==> config.mk <==
export PLATFORM = sky130hd
export DESIGN_NAME = pipe_hazard_ctrl
export DESIGN_NICKNAME = d
export VERILOG_FILES = /design/src/rtl/pipe_hazard_ctrl_pkg.sv /design/src/rtl/pipe_hazard_ctrl_sat_counter.sv /design/src/rtl/pipe_hazard_ctrl.sv
export SDC_FILE = /design/constraint.sdc
export NUM_CORES = 1
export LEC_CHECK = 0
export BUFFER_PORTS_ARGS = -buffer_cell sky130_fd_sc_hd__buf_2
export CAP_MARGIN = 20
export CORE_MARGIN = 2
export CORE_UTILIZATION = 39
export DETAILED_ROUTE_END_ITERATION = 8
export PLACE_DENSITY = 0.91
export SKIP_CTS_REPAIR_TIMING = 1
export SLEW_MARGIN = 20
export SYNTH_ARGS = -nofsm -noshare
export SYNTH_HDL_FRONTEND = slang
export SYNTH_SLANG_ARGS = --single-unit
==> constraint.sdc <==
create_clock -name clk_i -period 3.05 [get_ports clk_i]
set_input_delay 0.915 -clock clk_i [delete_from_list [all_inputs] [get_ports clk_i]]
set_output_delay 0.915 -clock clk_i [all_outputs]
set_load 0.01 [all_outputs]
==> src/rtl/pipe_hazard_ctrl_pkg.sv <==
// Shared types and constants for the pipeline hazard/stall sequencer.
package pipe_ctrl_pkg;

  localparam int REG_ADDR_W = 5;
  localparam int PERF_CNT_W = 32;
  localparam int WAIT_CNT_W = 8;

  // Memory handshake state: free-running or frozen waiting for the cache.
  typedef enum logic [0:0] {
    ST_RUN      = 1'b0,
    ST_MEM_WAIT = 1'b1
  } ctrl_state_e;

  // Per-cycle pipeline register controls produced by the priority logic.
  typedef struct packed {
    logic pc_write;
    logic if_id_write;
    logic if_id_flush;
    logic id_ex_bubble;
  } hz_ctrl_t;

  // A load in EX whose (non-x0) destination feeds either ID source register.
  function automatic logic load_use_hit(
    input logic                  ex_memread,
    input logic [REG_ADDR_W-1:0] ex_rd,
    input logic [REG_ADDR_W-1:0] id_rs1,
    input logic [REG_ADDR_W-1:0] id_rs2
  );
    return ex_memread && (ex_rd != '0) && ((ex_rd == id_rs1) || (ex_rd == id_rs2));
  endfunction

endpackage

==> src/rtl/pipe_hazard_ctrl_sat_counter.sv <==
// Saturating up-counter with synchronous clear, used for the performance counters.
module sat_counter
  import pipe_ctrl_pkg::*;
#(
  parameter int WIDTH = PERF_CNT_W
) (
  input  logic             clk_i,
  input  logic             clr,
  input  logic             inc,
  output logic [WIDTH-1:0] cnt
);

  // Increment that holds at all-ones instead of wrapping.
  function automatic logic [WIDTH-1:0] sat_inc(input logic [WIDTH-1:0] v);
    return (&v) ? v : v + {{(WIDTH-1){1'b0}}, 1'b1};
  endfunction

  // Clear has precedence; otherwise count qualifying cycles.
  always_ff @(posedge clk_i) begin
    if (clr) begin
      cnt <= '0;
    end else if (inc) begin
      cnt <= sat_inc(cnt);
    end
  end

endmodule

==> src/rtl/pipe_hazard_ctrl.sv <==
// Hazard and stall sequencer for the five-stage pipeline: load-use bubbles,
// taken-branch flushes, data-cache request/ack handshake with a sticky
// timeout watchdog. Define PIPE_PERF_CNT_EN to build the stall/bubble/flush
// performance counters; otherwise the counter ports read 0.
module pipe_hazard_ctrl
  import pipe_ctrl_pkg::*;
#(
  parameter int TIMEOUT = 255
) (
  input  logic                  clk_i,
  input  logic                  rst_i,
  input  logic                  ex_memread_i,
  input  logic [REG_ADDR_W-1:0] ex_rd_i,
  input  logic [REG_ADDR_W-1:0] id_rs1_i,
  input  logic [REG_ADDR_W-1:0] id_rs2_i,
  input  logic                  branch_taken_i,
  input  logic                  mem_req_i,
  input  logic                  cache_ack_i,
  output logic                  cache_req_o,
  output logic                  pc_write_o,
  output logic                  if_id_write_o,
  output logic                  if_id_flush_o,
  output logic                  id_ex_bubble_o,
  output logic                  mem_stall_o,
  output logic                  err_o,
  output logic [PERF_CNT_W-1:0] stall_cnt_o,
  output logic [PERF_CNT_W-1:0] bubble_cnt_o,
  output logic [PERF_CNT_W-1:0] flush_cnt_o
);

  localparam logic [WAIT_CNT_W:0] TIMEOUT_L = (WAIT_CNT_W+1)'(TIMEOUT);

  ctrl_state_e           state;
  logic [WAIT_CNT_W-1:0] wait_cnt;
  logic                  err_q;

  logic     in_wait;
  logic     mem_stall;
  logic     cache_req;
  logic     hazard;
  logic     wait_at_limit;
  hz_ctrl_t ctrl;

  assign in_wait   = (state == ST_MEM_WAIT);
  assign hazard    = load_use_hit(ex_memread_i, ex_rd_i, id_rs1_i, id_rs2_i);
  // Freeze while a miss is outstanding; the ack cycle itself already advances.
  assign mem_stall = in_wait ? ~cache_ack_i : (mem_req_i & ~cache_ack_i);
  assign cache_req = in_wait | mem_req_i;

  // This non-acked wait cycle brings the wait count up to the timeout.
  assign wait_at_limit = (({1'b0, wait_cnt} + {{WAIT_CNT_W{1'b0}}, 1'b1}) >= TIMEOUT_L);

  // Priority resolution: memory freeze, then load-use bubble, then branch flush.
  always_comb begin
    ctrl = '0;
    if (mem_stall) begin
      // Everything holds; a pending hazard or flush re-evaluates after release.
      ctrl = '0;
    end else if (hazard) begin
      ctrl.id_ex_bubble = 1'b1;
    end else begin
      ctrl.pc_write    = 1'b1;
      ctrl.if_id_write = 1'b1;
      ctrl.if_id_flush = branch_taken_i;
    end
  end

  // Handshake FSM plus watchdog; the FSM never aborts a slow access.
  always_ff @(posedge clk_i) begin
    if (rst_i) begin
      state    <= ST_RUN;
      wait_cnt <= '0;
      err_q    <= 1'b0;
    end else begin
      case (state)
        ST_RUN: begin
          if (mem_req_i && !cache_ack_i) begin
            state    <= ST_MEM_WAIT;
            wait_cnt <= '0;
          end
        end
        ST_MEM_WAIT: begin
          if (cache_ack_i) begin
            state <= ST_RUN;
          end else begin
            if (wait_cnt != '1) begin
              wait_cnt <= wait_cnt + {{(WAIT_CNT_W-1){1'b0}}, 1'b1};
            end
            if (wait_at_limit) begin
              err_q <= 1'b1;
            end
          end
        end
        default: state <= ST_RUN;
      endcase
    end
  end

  // Every output is forced low while reset is held.
  assign cache_req_o    = cache_req        & ~rst_i;
  assign mem_stall_o    = mem_stall        & ~rst_i;
  assign pc_write_o     = ctrl.pc_write    & ~rst_i;
  assign if_id_write_o  = ctrl.if_id_write & ~rst_i;
  assign if_id_flush_o  = ctrl.if_id_flush & ~rst_i;
  assign id_ex_bubble_o = ctrl.id_ex_bubble & ~rst_i;
  assign err_o          = err_q            & ~rst_i;

`ifdef PIPE_PERF_CNT_EN
  logic [PERF_CNT_W-1:0] stall_cnt;
  logic [PERF_CNT_W-1:0] bubble_cnt;
  logic [PERF_CNT_W-1:0] flush_cnt;

  sat_counter #(.WIDTH(PERF_CNT_W)) u_stall_cnt (
    .clk_i (clk_i),
    .clr   (rst_i),
    .inc   (mem_stall),
    .cnt   (stall_cnt)
  );

  sat_counter #(.WIDTH(PERF_CNT_W)) u_bubble_cnt (
    .clk_i (clk_i),
    .clr   (rst_i),
    .inc   (ctrl.id_ex_bubble),
    .cnt   (bubble_cnt)
  );

  sat_counter #(.WIDTH(PERF_CNT_W)) u_flush_cnt (
    .clk_i (clk_i),
    .clr   (rst_i),
    .inc   (ctrl.if_id_flush),
    .cnt   (flush_cnt)
  );

  assign stall_cnt_o  = rst_i ? '0 : stall_cnt;
  assign bubble_cnt_o = rst_i ? '0 : bubble_cnt;
  assign flush_cnt_o  = rst_i ? '0 : flush_cnt;
`else
  assign stall_cnt_o  = '0;
  assign bubble_cnt_o = '0;
  assign flush_cnt_o  = '0;
`endif

endmodule
==> summary.txt <==
Timing
  • Setup ws final: 0.03368 ns
  • RSZ-0062 raised after global routing: true
  • Final hold vios: 0
  • Tcrit/Tclk final: 98.90%
  • Minimum clock period after layout: 3.016 ns
  • Clock Skews: 0.001512 ns
  • Fmax: 331.5 MHz
  • Setup violators final: 0
  • Final Slew Violations: 0

Floorplanning
  • Core area: 3633 µm²
  • Num rows: 22
  • Die height: 65.32 µm
  • Starting Density: 40.36%
  • Die area: 4267 µm²
  • Ports: 124
  • Die width: 65.32 µm

Clocking
  • Maximum clock path buffer count: 2
  • CTS H-tree lvls: 1
  • Clk pin slew, worst setup/hold paths: 0.05 ns
  • Sink Count: 10
  • Worst-skew pair later-pin latency: 0.24 ns
  • TritonCTS clock tree: yes
  • Number of CTS-inserted buffers: 3
  • CTS root buf: clkbuf_8

Synthesis
  • Post-Synthesis Cells: 191
  • YS warnings: 0
  • Cell with the most instances after synthesis: buf_4
  • Leading post-synthesis cells by cell area: buf_4, dfxtp_1, xnor2_1, a21oi_1, nand2_1
  • Post-Syn Area: 1466 µm²
  • Sequential area share after synthesis: 13.65%
  • Post-synth top area share: 49.66%
  • Yosys cell types: 35
  • Avg Synthesized Cell Area: 7.678 µm²
  • Ys async rst share: 0%
  • Post-synth EDFFs: 0
  • Prevailing post-synth register cell: dfxtp_1
  • Most common library cells after synthesis: buf_4, xnor2_1, dfxtp_1
  • #FFs+latches synth: 10
  • Leading area contributor after synthesis: buf_4

Route
  • Vias per inst: 3.929
  • Routed WL: 2.364 mm
  • Antenna viol nets, final: 0
  • Via count: 1,053
  • DR DRC count: 0
  • Average wire per standard cell: 8.821 µm
  • Pre-antenna DRT Iters: 4
  • First DRT Iteration DRCs: 30

Placed design
  • Final GP Congestion: 0.8904
  • DP Worst Slack: 0.003611 ns
  • Port bufs: 27
  • DP HPWL: 1.973 mm

Final layout
  • Final nets: 244
  • Diodes inserted: 0
  • Final Util: 37.40%
  • Layout area overhead: -7.338%
  • Layout cells sized above 1: 16.36%

Run
  • Max-cap violations: 0

Global route
  • First-pass GRT wire length: 3.167 mm
  • Global route total overflow: 0
  • Largest net degree at the start of global routing: 17
  • Initial antenna violation count: 0
  • Total GRT Usage: 9.565%
  • Vias in the first global route: 784

Worst hold path
  • Hold Path Class: reg2reg

Setup path
  • Crit path launch type: input port
  • Critical path peak fanout: 3
  • Critical path class: in2out
  • CP arrival: 2.10 ns
  • Endpoint class of the critical path: output port
  • CP required: 2.13 ns

Power and ir drop
  • Leak Pwr: 0.6958 nW
  • Pwr Total: 0.0004196 W
  • Peak VDD IR: 0.1735 mV
  • Pwr per Cell Area: 308.8 nW/µm²

Status
  • Status: complete, no violations
[cell type report]
class                   instances  area [µm²]
fillers                       398        2275
multi-input cells             175       879.6
flip-flops and latches         10       200.2
repair buffers                 29       156.4
well taps                      48       60.06
clock buffers                   4       55.05
inverters                       2       7.507
[per-layer routing]
layer	share of wire, %	track usage [%]	routed length [µm]	vias up
met2	54	19.77	1274	87
met1	32	8.986	764	467
li1	-	-	-	497
met5	0	0	0	-
met3	13	2.740	315	2
met4	0.38	2.344	9	0
[final timing paths]
path                                   from       endpoint  slack [ns]  depth (start not counted)
worst max-delay path             ex_rd_i[2]  if_id_flush_o        0.03                          5
worst min register to register  wait_cnt[7]          err_q        0.51                          2
worst max register to register  wait_cnt[0]    wait_cnt[1]        1.39                          5
worst min-delay path            wait_cnt[7]          err_q        0.51                          2
[state kept, by name, summed over array words and instances, names as in the netlist]
name	flops
wait_cnt	8
err_q	1
in_wait	1
[through the flow]
step	cell area [µm²]	hold slack (ns)	std cells	TNS [ns]
2_1_floorplan	1823	0.4682	286	0
3_3_place_gp	1297	0.4899	264	0
3_5_place_dp	1297	0.4999	264	0
4_1_cts	1353	0.5062	268	0
5_1_grt	1359	0.5261	268	-0.01379
6_report	1359	0.5077	268	0
[logic make-up (layout without fill, tap and decap cells)]
kind of cell | Yosys count | after routing | synth area share [%]
buffers and inverters | 101 | 35 | 50.68
adders and majority gates | 2 | 2 | 1.706
xor gates and xnor gates | 13 | 13 | 7.765
AOI/OAI and AO/OA | 24 | 24 | 10.92
other | 1 | 96 | 0.2557
and+or+nand+nor | 40 | 40 | 15.02
DFF | 10 | 10 | 13.65
[power breakdown]
part	internal [W]	total, W	switching (W)
clock	0.000114	0.000168	0.0000544
combinational	0.0000318	0.000119	0.0000870
sequential	0.000132	0.000133	0.000000861
total	0.000277	0.000420	0.000142
[placed cells by master (no fill, tap or decap), types with 2 or more instances in the layout]
cell	netlist	layout
a311oi_1	2	2
nor2_1	6	6
or3_1	3	3
nor3_1	2	2
o21ai_0	2	2
nand2b_1	3	3
clkbuf_8	0	4
buf_4	97	2
nand2_1	8	8
xor2_1	2	2
nor2b_1	2	2
buf_2	0	26
a21oi_1	8	8
inv_1	2	2
and2_1	2	2
a31oi_1	3	3
xnor2_1	11	11
and4_1	2	2
o21a_1	2	2
dfxtp_1	10	10
ha_1	2	2
nand3_1	5	5
conb_1	1	96
o21bai_1	2	2
[critical path, stage by stage]
cell and delay [ns]:
buf_2 0.12, or4_1 0.50, o21a_1 0.22, a211oi_2 0.18, buf_2 0.16
Note: power is estimated with default switching activity, not from simulation.
